**config.mk**
```make
export PLATFORM = sky130hd
export DESIGN_NAME = pc_gen_unit_flat
export DESIGN_NICKNAME = d
export VERILOG_FILES = /design/src/rtl/pc_gen_unit_if.sv /design/src/rtl/pc_gen_unit.sv /design/src/flat_wrapper.sv
export SDC_FILE = /design/constraint.sdc
export NUM_CORES = 1
export LEC_CHECK = 0
export CAP_MARGIN = 20
export CORE_MARGIN = 10
export CORE_UTILIZATION = 52
export DETAILED_ROUTE_END_ITERATION = 10
export PLACE_DENSITY = 0.74
export SLEW_MARGIN = 10
export SYNTH_ARGS = -nofsm -noshare
export SYNTH_HDL_FRONTEND = slang
export SYNTH_SLANG_ARGS = --single-unit
```
**constraint.sdc**
```tcl
create_clock -name clk -period 10.5 [get_ports clk]
set_input_delay 2.1 -clock clk [delete_from_list [all_inputs] [get_ports clk]]
set_output_delay 2.1 -clock clk [all_outputs]
set_load 0.03 [all_outputs]
```
**src/rtl/pc_gen_unit_if.sv**
```systemverilog
// Fetch-side bundle between the next-PC generator and the pipeline/IMEM.
// Handshake: a fetch request (pc_valid, pc_out) is accepted on a rising clk edge when
// pc_valid & pc_ready & pc_write are all high; until then pc_out is held stable.
interface pc_gen_unit_if #(
  parameter int XLEN      = 32,
  parameter int RAS_DEPTH = 4
);
  localparam int CW = $clog2(RAS_DEPTH) + 1;

  logic            pc_write;
  logic            pc_ready;
  logic            pc_valid;
  logic [XLEN-1:0] pc_out;
  logic            redirect_valid;
  logic [XLEN-1:0] redirect_target;
  logic            trap_valid;
  logic            ras_push;
  logic [XLEN-1:0] ras_push_addr;
  logic            ras_pop;
  logic            misaligned_err;
  logic [CW-1:0]   ras_count;

  modport master (
    input  pc_write, pc_ready, redirect_valid, redirect_target, trap_valid,
           ras_push, ras_push_addr, ras_pop,
    output pc_valid, pc_out, misaligned_err, ras_count
  );

  modport slave (
    output pc_write, pc_ready, redirect_valid, redirect_target, trap_valid,
           ras_push, ras_push_addr, ras_pop,
    input  pc_valid, pc_out, misaligned_err, ras_count
  );
endinterface

```
**src/rtl/pc_gen_unit.sv**
```systemverilog
// Registered fetch PC with trap/redirect/RAS/sequential next-PC selection and a
// valid/ready request that stays stable until accepted.
module pc_gen_unit #(
  parameter int              XLEN         = 32,
  parameter logic [XLEN-1:0] RESET_VECTOR = XLEN'(32'h0000_0000),
  parameter logic [XLEN-1:0] TRAP_VECTOR  = XLEN'(32'h0000_0100),
  parameter int              RAS_DEPTH    = 4
) (
  input  logic          clk,
  input  logic          rst,
  pc_gen_unit_if.master bus,
  output logic [1:0]    dbg_state
);
  localparam int PW = $clog2(RAS_DEPTH);
  localparam int CW = PW + 1;

  localparam logic [1:0] BOOT  = 2'd0;
  localparam logic [1:0] FETCH = 2'd1;
  localparam logic [1:0] HOLD  = 2'd2;

  logic [1:0]      state_q, state_d;
  logic [XLEN-1:0] pc_q, pc_d;
  logic [XLEN-1:0] pend_pc_q, pend_pc_d;
  logic            pend_valid_q, pend_valid_d;
  logic            pend_trap_q, pend_trap_d;
  logic            mis_q, mis_d;
  logic [PW-1:0]   top_q, top_d;
  logic [CW-1:0]   cnt_q, cnt_d;
  logic [XLEN-1:0] ras_q [RAS_DEPTH];
  logic [XLEN-1:0] ras_d [RAS_DEPTH];

  logic            pc_valid;
  logic            misaligned;
  logic            new_trap;
  logic            new_redir;
  logic            accept;
  logic            pop_eff;
  logic [PW-1:0]   top_inc;

  always_comb begin
    pc_valid   = (state_q != BOOT);
    misaligned = |bus.redirect_target[1:0];
    // A misaligned redirect is handled exactly like a trap.
    new_trap   = bus.trap_valid | (bus.redirect_valid & misaligned);
    new_redir  = bus.redirect_valid & ~misaligned;
    accept     = pc_valid & bus.pc_ready & bus.pc_write;
    // Any control-flow change on accept flushes the predicted return.
    pop_eff    = accept & bus.ras_pop & (cnt_q != '0)
               & ~(new_trap | new_redir | pend_valid_q);
    top_inc    = top_q + PW'(1);
  end

  always_comb begin
    state_d      = state_q;
    pc_d         = pc_q;
    pend_pc_d    = pend_pc_q;
    pend_valid_d = pend_valid_q;
    pend_trap_d  = pend_trap_q;
    mis_d        = bus.redirect_valid & misaligned;

    if (state_q == BOOT) begin
      state_d = FETCH;
    end else if (accept) begin
      state_d      = FETCH;
      pend_valid_d = 1'b0;
      pend_trap_d  = 1'b0;
      if (new_trap)          pc_d = TRAP_VECTOR;
      else if (pend_trap_q)  pc_d = pend_pc_q;
      else if (new_redir)    pc_d = bus.redirect_target;
      else if (pend_valid_q) pc_d = pend_pc_q;
      else if (pop_eff)      pc_d = ras_q[top_q];
      else                   pc_d = pc_q + XLEN'(4);
    end else if (new_trap | new_redir) begin
      state_d = HOLD;
      if (new_trap) begin
        pend_valid_d = 1'b1;
        pend_trap_d  = 1'b1;
        pend_pc_d    = TRAP_VECTOR;
      end else if (!pend_trap_q) begin
        pend_valid_d = 1'b1;
        pend_pc_d    = bus.redirect_target;
      end
    end
  end

  // A pop and a push together reuse the popped slot, so top and count stay put.
  always_comb begin
    ras_d = ras_q;
    top_d = top_q;
    cnt_d = cnt_q;
    if (pop_eff && bus.ras_push) begin
      ras_d[top_q] = bus.ras_push_addr;
    end else if (pop_eff) begin
      top_d = top_q - PW'(1);
      cnt_d = cnt_q - CW'(1);
    end else if (bus.ras_push) begin
      top_d          = top_inc;
      ras_d[top_inc] = bus.ras_push_addr;
      if (cnt_q != CW'(RAS_DEPTH)) cnt_d = cnt_q + CW'(1);
    end
  end

  always_ff @(posedge clk) begin
    if (rst) begin
      state_q      <= BOOT;
      pc_q         <= RESET_VECTOR;
      pend_pc_q    <= '0;
      pend_valid_q <= 1'b0;
      pend_trap_q  <= 1'b0;
      mis_q        <= 1'b0;
      top_q        <= '0;
      cnt_q        <= '0;
    end else begin
      state_q      <= state_d;
      pc_q         <= pc_d;
      pend_pc_q    <= pend_pc_d;
      pend_valid_q <= pend_valid_d;
      pend_trap_q  <= pend_trap_d;
      mis_q        <= mis_d;
      top_q        <= top_d;
      cnt_q        <= cnt_d;
    end
  end

  always_ff @(posedge clk) begin
    ras_q <= ras_d;
  end

  assign bus.pc_valid       = pc_valid;
  assign bus.pc_out         = pc_q;
  assign bus.misaligned_err = mis_q;
  assign bus.ras_count      = cnt_q;
  assign dbg_state          = state_q;
endmodule

```
**src/flat_wrapper.sv**
```systemverilog
// flat-port wrapper written by rule: the top's interface ports become plain ports
module pc_gen_unit_flat 
#(
  parameter int              XLEN         = 32,
  parameter logic [XLEN-1:0] RESET_VECTOR = XLEN'(32'h0000_0000),
  parameter logic [XLEN-1:0] TRAP_VECTOR  = XLEN'(32'h0000_0100),
  parameter int              RAS_DEPTH    = 4
)
  (clk, rst, dbg_state, bus_pc_write, bus_pc_ready, bus_redirect_valid, bus_redirect_target, bus_trap_valid, bus_ras_push, bus_ras_push_addr, bus_ras_pop, bus_pc_valid, bus_pc_out, bus_misaligned_err, bus_ras_count);
  pc_gen_unit_if #(.XLEN(XLEN), .RAS_DEPTH(RAS_DEPTH)) bus_i ();
  input  logic clk;
  input  logic rst;
  output logic [1:0] dbg_state;
  input wire logic [$bits(bus_i.pc_write)-1:0] bus_pc_write;
  input wire logic [$bits(bus_i.pc_ready)-1:0] bus_pc_ready;
  input wire logic [$bits(bus_i.redirect_valid)-1:0] bus_redirect_valid;
  input wire logic [$bits(bus_i.redirect_target)-1:0] bus_redirect_target;
  input wire logic [$bits(bus_i.trap_valid)-1:0] bus_trap_valid;
  input wire logic [$bits(bus_i.ras_push)-1:0] bus_ras_push;
  input wire logic [$bits(bus_i.ras_push_addr)-1:0] bus_ras_push_addr;
  input wire logic [$bits(bus_i.ras_pop)-1:0] bus_ras_pop;
  output wire logic [$bits(bus_i.pc_valid)-1:0] bus_pc_valid;
  output wire logic [$bits(bus_i.pc_out)-1:0] bus_pc_out;
  output wire logic [$bits(bus_i.misaligned_err)-1:0] bus_misaligned_err;
  output wire logic [$bits(bus_i.ras_count)-1:0] bus_ras_count;
  assign bus_i.pc_write = bus_pc_write;
  assign bus_i.pc_ready = bus_pc_ready;
  assign bus_i.redirect_valid = bus_redirect_valid;
  assign bus_i.redirect_target = bus_redirect_target;
  assign bus_i.trap_valid = bus_trap_valid;
  assign bus_i.ras_push = bus_ras_push;
  assign bus_i.ras_push_addr = bus_ras_push_addr;
  assign bus_i.ras_pop = bus_ras_pop;
  assign bus_pc_valid = bus_i.pc_valid;
  assign bus_pc_out = bus_i.pc_out;
  assign bus_misaligned_err = bus_i.misaligned_err;
  assign bus_ras_count = bus_i.ras_count;
  pc_gen_unit #(.XLEN(XLEN), .RESET_VECTOR(RESET_VECTOR), .TRAP_VECTOR(TRAP_VECTOR), .RAS_DEPTH(RAS_DEPTH)) u_core (.clk(clk), .rst(rst), .bus(bus_i), .dbg_state(dbg_state));
endmodule
```
==> impl_metrics.tcl, run 1 <==
set metrics [dict create \
    grt_pass1_vias 7483 \
    synth-main-ff-cell "edfxtp_1" \
    root_buffer "clkbuf_16" \
    cts_resized 0 \
    fin_nets 1088 \
    dieArea_um2 25500 \
    report.power.total_w 0.00191 \
    fin_setup_tns_ns 0 \
    firstDrtPassIters 5 \
    synthesis.area_um2 10200 \
    hold_viol 0 \
    cp-end-kind "flop" \
    skew_ns 0.0209 \
    cellPowerDensity_nw_per_um2 158 \
    diodes 0 \
    gr-total-overflow 0 \
    cts_tree "yes" \
    seq_area_um2 5330 \
    relSlewSlack_pct 28.4 \
    vdd_drop_max_v 0.000185 \
    avgViaCountPerCell 6.01 \
    synth_nets 1001 \
    swShare_pct 26.5 \
    drv_cap 0 \
    holdCritPathClass "flop to flop" \
    crit_required_ns 10.72 \
    dieHeight_um 160 \
    min_path_cells 2 \
    vias 7741 \
    crit_arrival_ns 5.91 \
    insertion_delay_ns 0.53 \
    grt_pass1_wl_mm 42.6 \
    combPwrFrac_pct 14.9 \
    multi_input_area_um2 4460 \
    clock_sinks 202 \
    wl_per_cell_um 21.3 \
    gp_congestion 0.879 \
    p_leak_nw 3.99 \
    wl_mm 27.4 \
    power.internal_w 0.00141 \
    grt_usage_pct 20.5 \
    min_to "u_core.pend_pc_q[1]" \
    cts.path.max_buffers 3 \
    path_clk_slew_ns 0.06 \
    cts_setup_buffers 0 \
    rows 51 \
    die_width_um 160 \
    setup_viol 0 \
    netlist_instances 921 \
    seqPwrFrac_pct 47.5 \
    timing.rr.end "u_core.ras_q[108]" \
    portBuffers 110 \
    ys_types 63 \
    ff2ff_setup_slack_ns 6.60 \
    seq_area_frac_synth_pct 52.4 \
    antenna_found_initial 0 \
    ant_nets 0 \
    synth_edf_count 128 \
    switching_power_w 0.000508 \
    rr_startpoint "u_core.dbg_state[0]" \
    cp_max_fo 33 \
    criticalPathCategory "input port to flop" \
    area_delta_synth_final_pct 19.4 \
    worstMarginPinSlew_ns 1.06 \
    slew_viol_final 0 \
    syn_area_per_cell_um2 11.0 \
    fmax_mhz 176 \
    drive_gt1_share_pct 9.77 \
    grt_max_degree 77 \
    yosys_warnings 0 \
    synth_seq_cells 202 \
    min-delay-start "u_core.pend_pc_q[1]" \
    hpwl_mm 18.2 \
    min_period_over_period_pct 54.2 \
    rsz0062_at_grt "false" \
    status "complete, no violations" \
    numCtsBuffers 22 \
    r2r_cells 8 \
    synthArstFlopShare_pct 0 \
    drtIter0Drc 781 \
    clkPwrFrac_pct 37.6 \
    n_fill_cell 1555 \
    hold_buffers 0 \
    worstSetupStartpointType "input port" \
    initial_core_util_pct 52.5 \
    ios 111 \
    htree_levels 1 \
    coreArea_um2 19300 \
    layout_min_cycle_time_ns 5.69 \
    drc_errors 0 \
]
==> sequential cells by signal (all words and copies together) (netlist names) <==
register,flops
u_core.pend_trap_q,1
u_core.bus.misaligned_err,1
u_core.pend_pc_q,32
u_core.bus.pc_out,32
u_core.pend_valid_q,1
u_core.ras_q,128
u_core.dbg_state,2
u_core.bus.ras_count,3
u_core.top_q,2
==> Yosys cell counts (5+ instances only) <==
| cell type | n | area [um^2] |
|---|---|---|
| nor2b_1 | 132 | 826 |
| a22oi_1 | 8 | 60.1 |
| buf_1 | 5 | 18.8 |
| o21ai_0 | 23 | 115 |
| nand3_1 | 53 | 265 |
| nor2_1 | 58 | 218 |
| nor4_1 | 6 | 37.5 |
| o2111ai_1 | 7 | 61.3 |
| xnor2_1 | 27 | 236 |
| a21oi_1 | 59 | 295 |
| o211ai_1 | 13 | 97.6 |
| a211oi_1 | 8 | 60.1 |
| inv_1 | 11 | 41.3 |
| a221oi_1 | 11 | 96.3 |
| mux4_2 | 32 | 721 |
| ha_1 | 8 | 100 |
| or3_1 | 12 | 75.1 |
| clkbuf_1 | 40 | 150 |
| dfxtp_1 | 74 | 1480 |
| o221ai_1 | 9 | 78.8 |
| nand2_1 | 76 | 285 |
| mux2i_1 | 5 | 50.1 |
| a22o_1 | 7 | 61.3 |
| o22ai_1 | 5 | 31.3 |
| buf_2 | 7 | 35.0 |
| buf_6 | 10 | 113 |
| nand4_1 | 6 | 37.5 |
| o32ai_1 | 7 | 61.3 |
| nor3_1 | 23 | 115 |
| edfxtp_1 | 128 | 3840 |
==> critical path: stages <==
cell and delay [ns]:
clkdlybuf4s50_1 0.53, or3b_4 0.46, or3_1 0.70, nor2_8 0.33, nand2_4 0.15, mux2i_4 0.43
nor2b_2 0.80, buf_4 0.39
==> area by class of cell <==
class / count / area share [%]
clock buffer: 32 / 5.01
clock inverter: 8 / 0.516
inverter: 12 / 0.371
multi-input combinational: 642 / 36.8
sequential: 202 / 43.9
tap: 265 / 2.73
timing repair buffer: 128 / 10.6
==> per-layer routing <==
layer | wire length, um | share of wire [%] | GRT usage, % | vias to the layer above
li1 | - | - | - | 3574
met1 | 11700 | 43 | 27.8 | 3749
met5 | 0 | 0 | 0 | -
met2 | 12700 | 46 | 32.3 | 365
met3 | 2200 | 8.0 | 4.45 | 53
met4 | 851 | 3.1 | 6.32 | 0
==> metrics by stage <==
stage                     instance area (um^2)  worst slack, ns  instances  utilization [%]  hold WS [ns]
after CTS                                12100             4.80       1287             62.4         0.443
after global placement                   11400             4.40       1246             58.8         0.425
after floorplan                          10200             4.95        921                -         0.419
after global routing                     12100             4.60       1289             62.7         0.474
after detailed placement                 11400             4.27       1247             59.0         0.434
final                                    12100             4.81       1289             62.7         0.445
==> cell families (layout without fill, tap and decap cells) <==
logic type	count (synthesis)	count (layout)	synth area share, %
AO/OA/AOI/OAI	180	180	11.9
flip-flops	202	202	52.4
multiplexers	41	41	8.48
buffers and inverters	77	180	3.78
adder cells (fa/ha/maj)	8	8	0.986
AND/OR/NAND/NOR	382	382	19.8
XOR/XNOR	31	31	2.67
==> power groups by stage <==
stage	Combinational [W]	Clock (W)	Sequential (W)
2_1_floorplan	0.000169	0	0.000928
4_1_cts	0.000280	0.000728	0.000909
6_report	0.000286	0.000719	0.000909
5_1_grt	0.000307	0.000765	0.000912
3_3_place_gp	0.000270	0	0.000924
3_5_place_dp	0.000278	0	0.000925
==> worst max path at each step <==
stage / start / end / slack, ns / cells past startpoint
CTS: bus_trap_valid / u_core.ras_q[110] / 4.80 / 8
global placement: bus_trap_valid / u_core.ras_q[97] / 4.40 / 8
detailed placement: bus_trap_valid / u_core.ras_q[97] / 4.27 / 8
finish: bus_trap_valid / u_core.ras_q[108] / 4.81 / 8
global route: bus_trap_valid / u_core.ras_q[118] / 4.60 / 8
floorplan: bus_trap_valid / u_core.ras_q[100] / 4.95 / 8
==> cells in the final DEF, fill, tap and decap left out, drive strengths merged, types with 3 or more instances in the layout <==
cell type	count
a2111oi	3
a211oi	8
a21o	4
a21oi	59
a221oi	11
a22o	7
a22oi	8
a31oi	3
buf	19
clkbuf	32
clkdlybuf4s50	109
clkinv	8
dfxtp	74
edfxtp	128
ha	8
inv	11
mux2i	9
mux4	32
nand2	77
nand3	53
nand4	7
nor2	59
nor2b	132
nor3	23
nor4	7
o2111ai	7
o211ai	13
o21ai	24
o221ai	9
o22ai	5
o32ai	7
or3	12
xnor2	27
xor2	4
Power figures use the tool's default switching activity.
==> run 2: changes to the inputs <==
==> constraint.sdc (replaced) <==
create_clock -name clk -period 5.8 [get_ports clk]
set_input_delay 1.16 -clock clk [delete_from_list [all_inputs] [get_ports clk]]
set_output_delay 1.16 -clock clk [all_outputs]
set_load 0.03 [all_outputs]
==> run 2 against run 1 <==
  * Utilization increased by 0.21 points
  * Global-route usage rose by 0.25 points
  * Combinational power increased by 81%
  * Clock skew down 0.0045 ns
  * Via count barely moved
  * Final cell count up 0.39%
  * Critical path type unchanged
  * Critical endpoint is now u_core.ras_q[100]
  * Largest power group unchanged
==> impl_metrics.tcl, run 2 (synthesized netlist as in run 1, its figures left out) <==
set metrics [dict create \
    status "complete, no violations" \
    multi_input_area_um2 4460 \
    area_delta_synth_final_pct 19.8 \
    ant_nets 0 \
    crit_path_cell_trace "clkdlybuf4s50_1, or3b_4, or3_1, nor2_8, nand2_4, mux2i_4, nor2b_2, buf_4" \
    dieHeight_um 160 \
    largest_reg_flops 128 \
    initial_core_util_pct 52.5 \
    die_width_um 160 \
    dieArea_um2 25500 \
    groute.layer.met1.usage_pct 28.0 \
    cts_resized 0 \
    cp.depth 8 \
    cp-end-kind "flop" \
    vdd_drop_max_v 0.000331 \
    layout_min_cycle_time_ns 4.17 \
    final_area_um2 12200 \
    critPathTopFamily "simple AND/OR/NAND/NOR gates" \
    firstDrtPassIters 5 \
    met3_usage_pct 4.29 \
    rows 51 \
    drv_cap 0 \
    min_period_over_period_pct 71.9 \
    gp_congestion 0.869 \
    ios 111 \
    vias 7743 \
    crit_end "u_core.ras_q[100]" \
    path_clk_slew_ns 0.06 \
    hold_buffers 0 \
    setup_viol 0 \
    gr-usage-met2_pct 33.1 \
    grt_max_degree 77 \
    fin_setup_tns_ns 0 \
    insertion_delay_ns 0.52 \
    top_usage_layer "met2" \
    rsz0062_at_grt "false" \
    worstSetupStartpointType "input port" \
    htree_levels 1 \
    crit_buf_inv 2 \
    portBuffers 110 \
    holdWs_ns 0.447 \
    relSlewSlack_pct 24.1 \
    p_leak_nw 4.02 \
    avgViaCountPerCell 5.98 \
    crit_arrival_ns 4.34 \
    top_register "u_core.ras_q" \
    coreArea_um2 19300 \
    cellPowerDensity_nw_per_um2 295 \
    gr-total-overflow 0 \
    wl_mm 27.8 \
    placed_cell_area_um2 11400 \
    drtIter0Drc 750 \
    cp_max_fo 26 \
    cp-startpoint "bus_trap_valid" \
    criticalPathCategory "input port to flop" \
    antenna_found_initial 1 \
    hpwl_mm 18.5 \
    cts_tree "yes" \
    numCtsBuffers 22 \
    holdCritPathClass "flop to flop" \
    ff2ff_setup_slack_ns 2.66 \
    grt_usage_pct 20.8 \
    wl_per_cell_um 21.5 \
    post-route-util_pct 62.9 \
    timing.rr.end "u_core.ras_q[100]" \
    grt_pass1_wl_mm 43.0 \
    crit_slowest_cell "or3_1" \
    max_stage_delay_ns 0.68 \
    layout_common_cells "nor2b_1 (128), edfxtp_1 (128), clkdlybuf4s50_1 (109)" \
    worstMarginPinSlew_ns 1.13 \
    seq_area_um2 5330 \
    fmax_mhz 240 \
    slew_viol_final 0 \
    n_fill_cell 1542 \
    hold_viol 0 \
    drive_gt1_share_pct 10.3 \
    crit_required_ns 5.97 \
    r2r_cells 7 \
    fin_nets 1092 \
    drc_errors 0 \
    grt_pass1_vias 7455 \
    skew_ns 0.0165 \
    cts.path.max_buffers 3 \
    cts_setup_buffers 0 \
    rr_startpoint "u_core.bus.ras_count[1]" \
    root_buffer "clkbuf_16" \
    clock_sinks 202 \
]
==> run 2: cell count changes in the layout (fill, tap and decap cells not counted) <==
| cell | delta |
|---|---|
| buf_16 | -3 |
| buf_4 | +6 |
| buf_8 | +1 |
| bufinv_16 | +3 |
| clkbuf_1 | -2 |
| clkbuf_16 | +1 |
| clkbuf_8 | -1 |
| clkinv_16 | -1 |
| clkinv_2 | +1 |
| clkinvlp_4 | -1 |
| diode_2 | +1 |
==> run 2: worst min-delay path by stage <==
stage / slack (ns) / from / cells past startpoint / to
after global placement: 0.42 / u_core.pend_pc_q[0] / 2 / u_core.pend_pc_q[0]
after global routing: 0.47 / u_core.pend_pc_q[7] / 2 / u_core.pend_pc_q[7]
after floorplan: 0.42 / u_core.pend_pc_q[0] / 2 / u_core.pend_pc_q[0]
final: 0.45 / u_core.pend_pc_q[1] / 2 / u_core.pend_pc_q[1]
after detailed placement: 0.43 / u_core.pend_pc_q[0] / 2 / u_core.pend_pc_q[0]
after CTS: 0.44 / u_core.pend_pc_q[1] / 2 / u_core.pend_pc_q[1]
==> run 2: area by class of cell <==
| cell class | count | area share (%) |
|---|---|---|
| sequential | 202 | 43.8 |
| clock inverter | 10 | 0.987 |
| inverter | 12 | 0.370 |
| multi-input combinational | 642 | 36.7 |
| timing repair buffer | 132 | 10.4 |
| antenna | 1 | 0.0206 |
| tap | 265 | 2.72 |
| clock buffer | 30 | 5.03 |
==> run 2: layer usage <==
layer | wire, um | up-vias | part of all wire [%]
met3 | 2250 | 44 | 8.1
met1 | 11800 | 3744 | 43
li1 | - | 3586 | -
met5 | 0 | - | 0
met4 | 594 | 0 | 2.1
met2 | 13100 | 369 | 47
==> run 2: stage by stage <==
step,worst slack (ns),power (W),instances
floorplan,1.19,0.00199,921
global placement,1.20,0.00217,1252
detailed placement,1.11,0.00218,1252
CTS,1.62,0.00360,1292
global route,1.51,0.00370,1293
finish,1.63,0.00359,1294
==> run 2: worst register-to-register path: cells and delay by family (launching register included) <==
family | cells | cell delay, ns
buffers and inverters | 1 | 0.42
DFF | 1 | 0.44
muxes | 1 | 0.26
and+or+nand+nor | 5 | 1.66
==> run 2: power breakdown <==
part | leakage (nW) | switching (W) | internal [W]
clock network | 0.358 | 0.000562 | 0.000869
registers | 1.90 | 0.0000406 | 0.00160
logic | 1.77 | 0.000311 | 0.000207
